### config.mk
export PLATFORM = sky130hd
export DESIGN_NAME = uart_report_framer
export DESIGN_NICKNAME = d
export VERILOG_FILES = /design/src/rtl/uart_report_framer.sv
export SDC_FILE = /design/constraint.sdc
export NUM_CORES = 1
export LEC_CHECK = 0
export CORE_MARGIN = 5
export CORE_UTILIZATION = 50
export CTS_BUF_LIST = sky130_fd_sc_hd__clkbuf_8
export CTS_CLUSTER_SIZE = 16
export DETAILED_ROUTE_END_ITERATION = 10
export GPL_TIMING_DRIVEN = 0
export PLACE_DENSITY = 0.84
export SLEW_MARGIN = 10
export SYNTH_ARGS = -nofsm -noshare
export SYNTH_HDL_FRONTEND = slang
export SYNTH_SLANG_ARGS = --single-unit
### constraint.sdc
create_clock -name clk -period 2.9 [get_ports clk]
set_input_delay 0.58 -clock clk [delete_from_list [all_inputs] [get_ports clk]]
set_output_delay 0.58 -clock clk [all_outputs]
set_load 0.05 [all_outputs]
### src/rtl/uart_report_framer.sv
// ---------------------------------------------------------------------------
// uart_report_framer
//   Telemetry framer placed in front of uart_tx and beside uart_rx. Emits
//   framed ASCII-hex reports of NUM_FIELDS measurement fields either on a
//   periodic timer or on request, with an optional XOR checksum byte.
//   Fields are snapshotted coherently when a frame starts. Every byte that
//   arrives from uart_rx is queued in an echo FIFO and sent back between
//   frames.
//
//   Frame: HEADER, LEN, NUM_FIELDS*FIELD_W/4 ASCII hex nibbles (field 0
//   first, MSB nibble first), [XOR checksum of all preceding bytes], 8'h0A.
//
// Ports
//   clk, rst_n      system clock, asynchronous active-low reset
//   field_data      packed fields, field k = [k*FIELD_W +: FIELD_W]
//   send_req        one-cycle pulse requesting a frame
//   rx_data/_valid  received bytes (always accepted)
//   tx_data/_valid  byte stream towards uart_tx, held until tx_data_ready
//   tx_data_ready   uart_tx accepts the byte when valid && ready
//   busy            high from field snapshot until terminator accepted
//   frame_done      high in the cycle the terminator is accepted
//   echo_overflow   one-cycle pulse when an rx byte is dropped (FIFO full)
// ---------------------------------------------------------------------------
module uart_report_framer #(
    parameter int          CLK_FRE     = 50,
    parameter int          PERIOD_MS   = 1000,
    parameter int          NUM_FIELDS  = 4,
    parameter int          FIELD_W     = 16,
    parameter logic [7:0]  HEADER      = 8'hAD,
    parameter int          CHECKSUM_EN = 1,
    parameter int          ECHO_DEPTH  = 16
) (
    input  logic                          clk,
    input  logic                          rst_n,
    input  logic [NUM_FIELDS*FIELD_W-1:0] field_data,
    input  logic                          send_req,
    input  logic [7:0]                    rx_data,
    input  logic                          rx_data_valid,
    output logic [7:0]                    tx_data,
    output logic                          tx_data_valid,
    input  logic                          tx_data_ready,
    output logic                          busy,
    output logic                          frame_done,
    output logic                          echo_overflow
);

    localparam int NIB    = FIELD_W / 4;
    localparam int NHEX   = NUM_FIELDS * NIB;
    localparam int LEN    = 2 + NHEX + CHECKSUM_EN + 1;
    localparam int SNAP_W = NUM_FIELDS * FIELD_W;
    localparam int AW     = $clog2(ECHO_DEPTH);

    localparam logic [7:0] LEN_B    = 8'(LEN);
    localparam logic [7:0] LAST_IDX = 8'(LEN - 1);
    localparam logic [7:0] HEX_END  = 8'(2 + NHEX);

    localparam longint unsigned PERIOD_CYC = longint'(CLK_FRE) * 64'd1000 * longint'(PERIOD_MS);
    localparam int TMR_W = (PERIOD_CYC > 64'd1) ? $clog2(PERIOD_CYC) : 1;

    typedef enum logic [1:0] {
        S_IDLE = 2'd0,
        S_LOAD = 2'd1,
        S_SEND = 2'd2,
        S_ECHO = 2'd3
    } state_t;

    // ASCII upper-case hex digit for one nibble.
    function automatic logic [7:0] hex_ascii(input logic [3:0] n);
        if (n < 4'd10) begin
            hex_ascii = 8'h30 + {4'h0, n};
        end else begin
            hex_ascii = 8'h37 + {4'h0, n};
        end
    endfunction

    // Running XOR checksum step.
    function automatic logic [7:0] xor_acc(input logic [7:0] acc, input logic [7:0] b);
        xor_acc = acc ^ b;
    endfunction

    state_t              r_state;
    state_t              w_state_n;
    logic                r_pending;
    logic                w_wrap;

    logic [7:0]          r_tx_data,  w_tx_data_n;
    logic                r_tx_valid, w_tx_valid_n;
    logic                r_busy,     w_busy_n;
    logic [7:0]          r_idx,      w_idx_n;
    logic [SNAP_W-1:0]   r_snap,     w_snap_n;
    logic [7:0]          r_chk,      w_chk_n;
    logic                r_echo_ovf;

    logic [SNAP_W-1:0]   w_pack;
    logic [SNAP_W-1:0]   w_snap_shift;
    logic                w_accept;
    logic                w_last;
    logic                w_cur_hex;
    logic [7:0]          w_nidx;
    logic [7:0]          w_chk_nxt;
    logic [7:0]          w_next_byte;

    logic [7:0]          r_mem [ECHO_DEPTH];
    logic [AW:0]         r_wr_ptr;
    logic [AW:0]         r_rd_ptr;
    logic                w_empty;
    logic                w_full;
    logic                w_push;
    logic                w_pop;
    logic [7:0]          w_head;

    // ---------------- periodic timer ----------------
    if (PERIOD_MS > 0) begin : g_timer
        logic [TMR_W-1:0] r_timer;

        // Free-running period counter; wrap raises a report request.
        always_ff @(posedge clk or negedge rst_n) begin
            if (!rst_n) begin
                r_timer <= '0;
            end else if (r_timer == TMR_W'(PERIOD_CYC - 64'd1)) begin
                r_timer <= '0;
            end else begin
                r_timer <= r_timer + TMR_W'(1);
            end
        end

        assign w_wrap = (r_timer == TMR_W'(PERIOD_CYC - 64'd1));
    end else begin : g_no_timer
        assign w_wrap = 1'b0;
    end

    // Request latch: new requests win over the clear in LOAD so that a
    // request arriving while the frame is being set up is not lost.
    always_ff @(posedge clk or negedge rst_n) begin
        if (!rst_n) begin
            r_pending <= 1'b0;
        end else if (send_req || w_wrap) begin
            r_pending <= 1'b1;
        end else if (r_state == S_LOAD) begin
            r_pending <= 1'b0;
        end else begin
            r_pending <= r_pending;
        end
    end

    // ---------------- echo FIFO ----------------
    assign w_empty = (r_wr_ptr == r_rd_ptr);
    assign w_full  = (r_wr_ptr[AW] != r_rd_ptr[AW]) &&
                     (r_wr_ptr[AW-1:0] == r_rd_ptr[AW-1:0]);
    // The head is only popped once uart_tx has taken it, so it stays put
    // on tx_data for the whole handshake.
    assign w_pop   = (r_state == S_ECHO) && w_accept;
    assign w_push  = rx_data_valid && (!w_full || w_pop);
    assign w_head  = r_mem[r_rd_ptr[AW-1:0]];

    // FIFO storage (no reset needed: contents are qualified by the pointers).
    always_ff @(posedge clk) begin
        if (w_push) begin
            r_mem[r_wr_ptr[AW-1:0]] <= rx_data;
        end
    end

    // FIFO pointers and drop indication.
    always_ff @(posedge clk or negedge rst_n) begin
        if (!rst_n) begin
            r_wr_ptr   <= '0;
            r_rd_ptr   <= '0;
            r_echo_ovf <= 1'b0;
        end else begin
            if (w_push) begin
                r_wr_ptr <= r_wr_ptr + {{AW{1'b0}}, 1'b1};
            end
            if (w_pop) begin
                r_rd_ptr <= r_rd_ptr + {{AW{1'b0}}, 1'b1};
            end
            r_echo_ovf <= rx_data_valid && w_full && !w_pop;
        end
    end

    // ---------------- frame datapath helpers ----------------
    // Reorder fields so that field 0 sits at the top of the snapshot; the
    // next nibble to send is then always the top nibble after a left shift.
    for (genvar k = 0; k < NUM_FIELDS; k++) begin : g_pack
        assign w_pack[(NUM_FIELDS-1-k)*FIELD_W +: FIELD_W] = field_data[k*FIELD_W +: FIELD_W];
    end

    assign w_accept     = r_tx_valid && tx_data_ready;
    assign w_last       = (r_idx == LAST_IDX);
    assign w_cur_hex    = (r_idx >= 8'd2) && (r_idx < HEX_END);
    assign w_snap_shift = w_cur_hex ? (r_snap << 4) : r_snap;
    assign w_nidx       = r_idx + 8'd1;
    assign w_chk_nxt    = xor_acc(r_chk, r_tx_data);

    // Byte that follows the one currently being accepted.
    always_comb begin
        w_next_byte = 8'h0A;
        if (w_nidx == 8'd1) begin
            w_next_byte = LEN_B;
        end else if (w_nidx < HEX_END) begin
            w_next_byte = hex_ascii(w_snap_shift[SNAP_W-1 -: 4]);
        end else if ((CHECKSUM_EN != 0) && (w_nidx == HEX_END)) begin
            w_next_byte = w_chk_nxt;
        end else begin
            w_next_byte = 8'h0A;
        end
    end

    // ---------------- FSM ----------------
    // State register.
    always_ff @(posedge clk or negedge rst_n) begin
        if (!rst_n) begin
            r_state <= S_IDLE;
        end else begin
            r_state <= w_state_n;
        end
    end

    // Next-state logic; IDLE re-arbitrates per echo byte, frames first.
    always_comb begin
        w_state_n = r_state;
        case (r_state)
            S_IDLE: begin
                if (r_pending) begin
                    w_state_n = S_LOAD;
                end else if (!w_empty) begin
                    w_state_n = S_ECHO;
                end else begin
                    w_state_n = S_IDLE;
                end
            end
            S_LOAD: begin
                w_state_n = S_SEND;
            end
            S_SEND: begin
                if (w_accept && w_last) begin
                    w_state_n = S_IDLE;
                end else begin
                    w_state_n = S_SEND;
                end
            end
            S_ECHO: begin
                if (w_accept) begin
                    w_state_n = S_IDLE;
                end else begin
                    w_state_n = S_ECHO;
                end
            end
            default: begin
                w_state_n = S_IDLE;
            end
        endcase
    end

    // Output / datapath next values; tx_data only changes on acceptance
    // or when a new byte is first presented.
    always_comb begin
        w_tx_data_n  = r_tx_data;
        w_tx_valid_n = r_tx_valid;
        w_busy_n     = r_busy;
        w_idx_n      = r_idx;
        w_snap_n     = r_snap;
        w_chk_n      = r_chk;
        case (r_state)
            S_IDLE: begin
                if (w_state_n == S_ECHO) begin
                    w_tx_data_n  = w_head;
                    w_tx_valid_n = 1'b1;
                end else begin
                    w_tx_valid_n = 1'b0;
                end
            end
            S_LOAD: begin
                w_snap_n     = w_pack;
                w_idx_n      = 8'd0;
                w_chk_n      = 8'd0;
                w_tx_data_n  = HEADER;
                w_tx_valid_n = 1'b1;
                w_busy_n     = 1'b1;
            end
            S_SEND: begin
                if (w_accept && w_last) begin
                    w_tx_valid_n = 1'b0;
                    w_busy_n     = 1'b0;
                end else if (w_accept) begin
                    w_idx_n      = w_nidx;
                    w_chk_n      = w_chk_nxt;
                    w_snap_n     = w_snap_shift;
                    w_tx_data_n  = w_next_byte;
                end else begin
                    w_tx_valid_n = 1'b1;
                end
            end
            S_ECHO: begin
                if (w_accept) begin
                    w_tx_valid_n = 1'b0;
                end else begin
                    w_tx_valid_n = 1'b1;
                end
            end
            default: begin
                w_tx_valid_n = 1'b0;
                w_busy_n     = 1'b0;
            end
        endcase
    end

    // Datapath and output registers.
    always_ff @(posedge clk or negedge rst_n) begin
        if (!rst_n) begin
            r_tx_data  <= 8'd0;
            r_tx_valid <= 1'b0;
            r_busy     <= 1'b0;
            r_idx      <= 8'd0;
            r_snap     <= '0;
            r_chk      <= 8'd0;
        end else begin
            r_tx_data  <= w_tx_data_n;
            r_tx_valid <= w_tx_valid_n;
            r_busy     <= w_busy_n;
            r_idx      <= w_idx_n;
            r_snap     <= w_snap_n;
            r_chk      <= w_chk_n;
        end
    end

    assign tx_data       = r_tx_data;
    assign tx_data_valid = r_tx_valid;
    assign busy          = r_busy;
    assign echo_overflow = r_echo_ovf;
    // Must coincide with the accepting cycle, so it is decoded from the
    // registered state and the live ready input.
    assign frame_done    = (r_state == S_SEND) && w_accept && w_last;

endmodule

Word-level counts from Yosys, hierarchy flattened. Memories as Yosys holds them, arrays and structs flattened. Index checks and enable logic that the tools add are counted.

Register bits: 130. Bits in writable memories: 128. Bits of input ports: 77. Logic and storage cells: 99. Memories kept: 1.

Add/sub/neg operators: 6. Order comparisons: 4. Eq/ne operators: 17. Multiplexer cells: 35. Bitwise logic cells: 1. Reduce and logical (&&, ||, !) cells: 22.

Memories: r_mem (depth 16, width 8, read ports 1, clocked after memory_dff 0, wr ports 1, line 103) `logic [7:0] r_mem [ECHO_DEPTH];`.

Operators by type and width (number): 2-to-1 mux 64 bit (3); case mux 64 bit (2 select lines) (1); 2-to-1 mux 8 bit (10); case mux 8 bit (2 select lines) (2); adder 26 x 1 -> 26 bit (second input constant) (1); == test 26 bit (second input constant) (1); 2-to-1 mux 26 bit (1); case mux 8 bit (3 select lines) (1); == test 8 x 5 -> 1 bit (second input constant) (2); < comparator 8 x 5 -> 1 bit (second input constant) (2); adder 6 x 4 -> 7 bit (first input constant) (2); adder 5 x 1 -> 5 bit (second input constant) (2); logical AND 1 bit (10); inequality test 2 bit (second input constant) (5); 2-to-1 mux 1 bit (9); adder 8 x 1 -> 8 bit (second input constant) (1); == test 8 x 1 -> 1 bit (second input constant) (1); greater-or-equal comparator 8 x 2 -> 1 bit (second input constant) (1); 2-to-1 mux 2 bit (4); case mux 2 bit (4 select lines) (1); AND reduction 4 bit (2); XOR 8 bit (1); 2-to-1 mux 7 bit (1); == test 2 bit (second input constant) (3); other kinds (15) (18).

Depth between registers and ports, before layout. Gate-level depths: netlist of run 1.

Depth after elaboration: 10. Mapped depth: 13. Depth with buffers taken out: 12.

Worst setup path before layout of run 1. Ideal clock, no wire load.

Path type: reg-to-output. Start: register r_state[0]. End: output port frame_done. Data arrival time: 2.380 ns. Setup slack: -0.060 ns. Cell stages (with the launch flop): 9. Cells stage by stage: dfrtp_1 -> inv_1 -> ha_1 -> clkbuf_1 -> clkbuf_1 -> clkbuf_1 -> clkbuf_1 -> inv_1 -> nor2_1.

Cells in the longest elaborated chain, start to end: 3.

Ends and longest elaborated chain: start: declaration (line 81) `state_t r_state;`; start signal: assignment (line 214) `r_state <= w_state_n;`; == test 2 bit (line 332) `assign frame_done = (r_state == S_SEND) && w_accept && w_last;`; logical AND 1 bit (2 in a row) (line 332); end: declaration (line 43) `output logic frame_done,`.

No other way between the ends.

Final worst setup path of run 1.
Start: register r_idx[0]. End: register r_tx_data[2], in the netlist tx_data[2].

Cells in the longest elaborated chain, start to end: 10. Elaborated cells between the ends (all ways): 26. Those cells by class: add/sub: 3; order compare: 4; eq/ne: 6; mux: 10; reduce/logical: 3.

Ends and longest elaborated chain: start: declaration (line 89) `logic [7:0] r_idx, w_idx_n;`; start signal: assignment (line 320) `r_idx <= w_idx_n;`; greater-or-equal comparator 8 x 2 -> 1 bit or < comparator 8 x 5 -> 1 bit (tied branches) (line 189) `assign w_cur_hex = (r_idx >= 8'd2) && (r_idx < HEX_END);`; logical AND 1 bit (line 189); 2-to-1 mux 64 bit (line 190) `assign w_snap_shift = w_cur_hex ? (r_snap << 4) : r_snap;`; adder 6 x 4 -> 7 bit (tied with other cells) (line 72) `hex_ascii = 8'h37 + {4'h0, n};`; 2-to-1 mux 7 bit (line 69) `if (n < 4'd10) begin`; 2-to-1 mux 8 bit (line 199) `end else if (w_nidx < HEX_END) begin`; 2-to-1 mux 8 bit (line 197) `if (w_nidx == 8'd1) begin`; 2-to-1 mux 8 bit (line 284) `end else if (w_accept) begin`; 2-to-1 mux 8 bit (line 281) `if (w_accept && w_last) begin`; case mux 8 bit (3 select lines) (line 263) `case (r_state)`; end signal: assignment (line 317) `r_tx_data <= w_tx_data_n;`; end: declaration (line 86) `logic [7:0] r_tx_data, w_tx_data_n;`.

Several ways; a longest one is shown, not always the timed one. The select of a mux whose other input is x is not followed. A chain may end at the register's enable or synchronous reset.

==> results of run 1 <==
==> layer usage <==
metal	vias up	global-route usage, %
met2	388	34.4
met1	4175	27.0
met5	-	0
met3	62	4.06
met4	0	6.90
li1	3884	-
==> timing repair <==
item | in CTS | in global routing
setup endpoints to repair | 169 | 166
pin swaps | 0 | 15
resized for setup | 40 | 27
setup buffers | 2 | 19
hold endpoints to repair | 40 | 0
hold buffers | 1 | 0
==> stage by stage <==
stage          util (%)  cell area, µm²  setup slack, ns  hold slack [ns]
3_5_place_dp       56.3           13100            -1.13            0.466
5_1_grt            61.4           14300          -0.0940            0.501
3_3_place_gp       56.1           13100            -3.82            0.455
2_1_floorplan         -           11800            0.132            0.284
6_report           61.4           14300           0.0370            0.480
4_1_cts            60.3           14100           -0.218            0.478
==> worst max-delay path, delay by kind of cell (launching register included) <==
| family | cells | cell delay, ns |
|---|---|---|
| DFF | 1 | 0.40 |
| adders and majority gates | 2 | 0.36 |
| buffers and inverters | 2 | 0.23 |
| AOI/OAI and AO/OA | 4 | 0.90 |
| and+or+nand+nor | 4 | 0.67 |
| muxes | 1 | 0.22 |
==> registers in the layout, indices dropped and copies added, names as in the netlist <==
name and cells:
r_mem 128, g_timer.r_timer 26, busy 1, tx_data 8, tx_data_valid 1, echo_overflow 1, r_pending 1, r_chk 8
r_idx 8, r_wr_ptr 5, r_snap 64, r_state 2, r_rd_ptr 5
==> how the worst max path moves through the flow <==
stage                                to  slack (ns)  depth (start not counted)
floorplan                    tx_data[2]        0.13                         13
global placement    g_timer.r_timer[21]       -3.82                          1
detailed placement           frame_done       -1.13                          9
CTS                          frame_done       -0.22                          8
global route                 tx_data[2]       -0.09                         13
finish                       tx_data[2]        0.04                         13
==> cells in the final DEF, fill, tap and decap left out, types with 4 or more instances in the layout <==
cell	instances
clkbuf_1	43
inv_1	33
and4_1	4
clkinv_1	4
and2_1	4
o22ai_1	5
edfxtp_1	128
nand3_1	22
a31oi_1	61
o21ai_0	91
nor2b_1	62
dfrtp_1	127
nand4_1	16
ha_1	13
a22o_1	9
buf_2	7
buf_4	20
nand2_1	105
a21oi_1	13
nor3_1	9
and3_1	6
nor2_1	39
nor3_4	4
nand2b_1	6
clkdlybuf4s50_1	86
clkbuf_8	48
nor2_4	12
mux2_2	4
xnor2_1	29
nand3b_1	4
mux4_2	40
xor2_1	14
or3_1	6
o31ai_1	6
==> power groups by stage <==
stage               Combinational, mW  Clock, mW  Sequential (mW)
floorplan                        3.20          0             5.26
global placement                 4.57          0             5.14
detailed placement               4.76          0             5.18
CTS                              4.94       3.04             5.13
global route                     5.54       3.24             5.32
finish                           5.09       3.00             5.23
==> cells by family (layout without fill, tap and decap cells) <==
logic type	after synthesis	after routing	synth area share [%]
AO/OA/AOI/OAI	209	209	10.7
XOR/XNOR	43	43	3.19
adder cells (fa/ha/maj)	15	15	1.59
buffers and inverters	82	262	2.74
flip-flops	258	258	60.1
multiplexers	50	50	8.63
AND/OR/NAND/NOR	311	311	13.1
==> cell type report <==
cell class                 instances  share of cell area [%]
multi-input combinational        628                    32.2
buffer                            59                    1.76
tap                              319                    2.78
clock buffer                      48                    4.61
sequential                       258                    49.5
inverter                          18                   0.471
clock inverter                    26                   0.960
timing repair buffer             111                    7.70
==> out/metrics.yaml, run 1 <==
timing:
  hold_viol_final: 0
  rsz0062_at_grt: "yes"
  setup_violations: 0
  max_freq_ghz: 0.349
  timing.slew.headroom_pct: 43.0
  tns_ns: 0
  finalCritPeriodShare_pct: 98.7
  fin_crit_ns: 2.86
  clock_skew_ns: 0.0271
  worstMarginPinSlew_ns: 0.855
  drv_slew: 0
setup_path:
  worstRegToRegCells: 13
  critPathArrivalTime_ns: 3.30
  cp.required_ns: 3.34
  crit_path_top_delay_cell: "dfrtp_2"
  r2r_setup_slack_ns: 0.04
  crit_type: "reg2reg"
  reg2reg_to: "tx_data[2]"
  path_max_fanout: 4
  cpPeakStageDelay_ns: 0.40
  r2r_start: "r_idx[0]"
  cp-startpoint: "r_idx[0]"
  crit_path_cell_trace: "inv_2, ha_1, or4_1, o211a_1, buf_8, mux2i_4, ha_4, nand3_1, nor2_1, a41oi_1, a221oi_2, nor4_2, o31ai_1"
  cp-end-kind: "flop"
  cp-start-kind: "flop"
power:
  power.share.clock_pct: 22.5
  peakVddDrop_v: 0.000520
  intPower_mw: 8.30
  switching_share_pct: 37.7
  net-switching-power_mw: 5.02
  power_frac_comb_pct: 38.2
  powerDensity_nw_per_um2: 929
  finalPower_mw: 13.3
  p_leak_nw: 5.44
  p_seq_share_pct: 39.3
logic_synthesis:
  async_flop_share_pct: 50.4
  netlist_area_um2: 11800
  synth_area_leader_cell: "edfxtp_1"
  yosysWarningCount: 0
  synth-seq-area-share_pct: 60.1
  synthesis.nets: 1060
  ys_ff_latch: 258
  syn_inst: 968
  synth_common_cells: "dfrtp_1, edfxtp_1, nand2_1"
  synth_cell_types: 56
  synth_top_area_share_pct: 32.6
  synth_top_flop_cell: "dfrtp_1"
  synth.area.top_cells: "edfxtp_1, dfrtp_1, mux4_2, o21ai_0, nand2_1"
  avgSynthCellArea_um2: 12.2
  synth_enable_flop_cells: 128
  synth.most_common_cell: "dfrtp_1"
final_layout:
  num_antenna_cells: 0
  multi_input_area_um2: 4610
  nNetsFinal: 1210
  fillCellCount: 1737
  instances_no_fill: 1467
  drive_above_1_share_pct: 14.8
  seqCellArea_um2: 7100
  synthToLayoutAreaGrowth_pct: 21.4
route:
  via_count: 8509
  wl_met1_um: 11300
  wl_met2_um: 14300
  drt_iter0_drc: 691
  ant_nets: 0
  wl_met3_um: 2180
  first_pass_iters: 6
  routed_wl_um: 28500
  drc: 0
  top_layer_used: "met4"
  wl_per_cell_um: 19.4
  viasPerCell: 5.80
placement:
  port_buffers: 88
  hpwl_um: 18400
  post-place-cells: 1376
  gp_congestion: 0.892
worst_hold_path:
  min_from: "r_snap[36]"
  min_to: "r_snap[36]"
  hold_path_depth: 2
  min_path_type: "reg2reg"
floorplan:
  die_y_um: 164
  rows: 56
  core_area_um2: 23300
  dieWidth_um: 164
  pin_count: 89
  start_util_pct: 50.6
  die_area_um2: 26800
cts:
  cts_tree: "built"
  cts_buffers: 42
  clock_sinks: 258
  clockBufferDepth: 3
  clockRootBuffer: "clkbuf_8"
  clk_latency_ns: 0.54
  htreeDepth: 2
  cts.clk_slew.worst_paths_ns: 0.06
global_route:
  grt_pass1_wl_um: 43600
  track_usage_pct: 20.5
  antenna_found_initial: 0
  grt_max_degree: 91
  grt_pass1_vias: 8423
  grt_overflow: 0
outcome:
  status: "complete, no violations"
flow_run:
  cap_violations: 0
No activity file was read; power rests on OpenSTA's default activity.
==> run 2: changes to the inputs <==
Settings changed: ABC_CLOCK_PERIOD_IN_PS set to 2900.
==> results of run 2 <==
Final layout, timing and power as in run 1 (identical DEF).
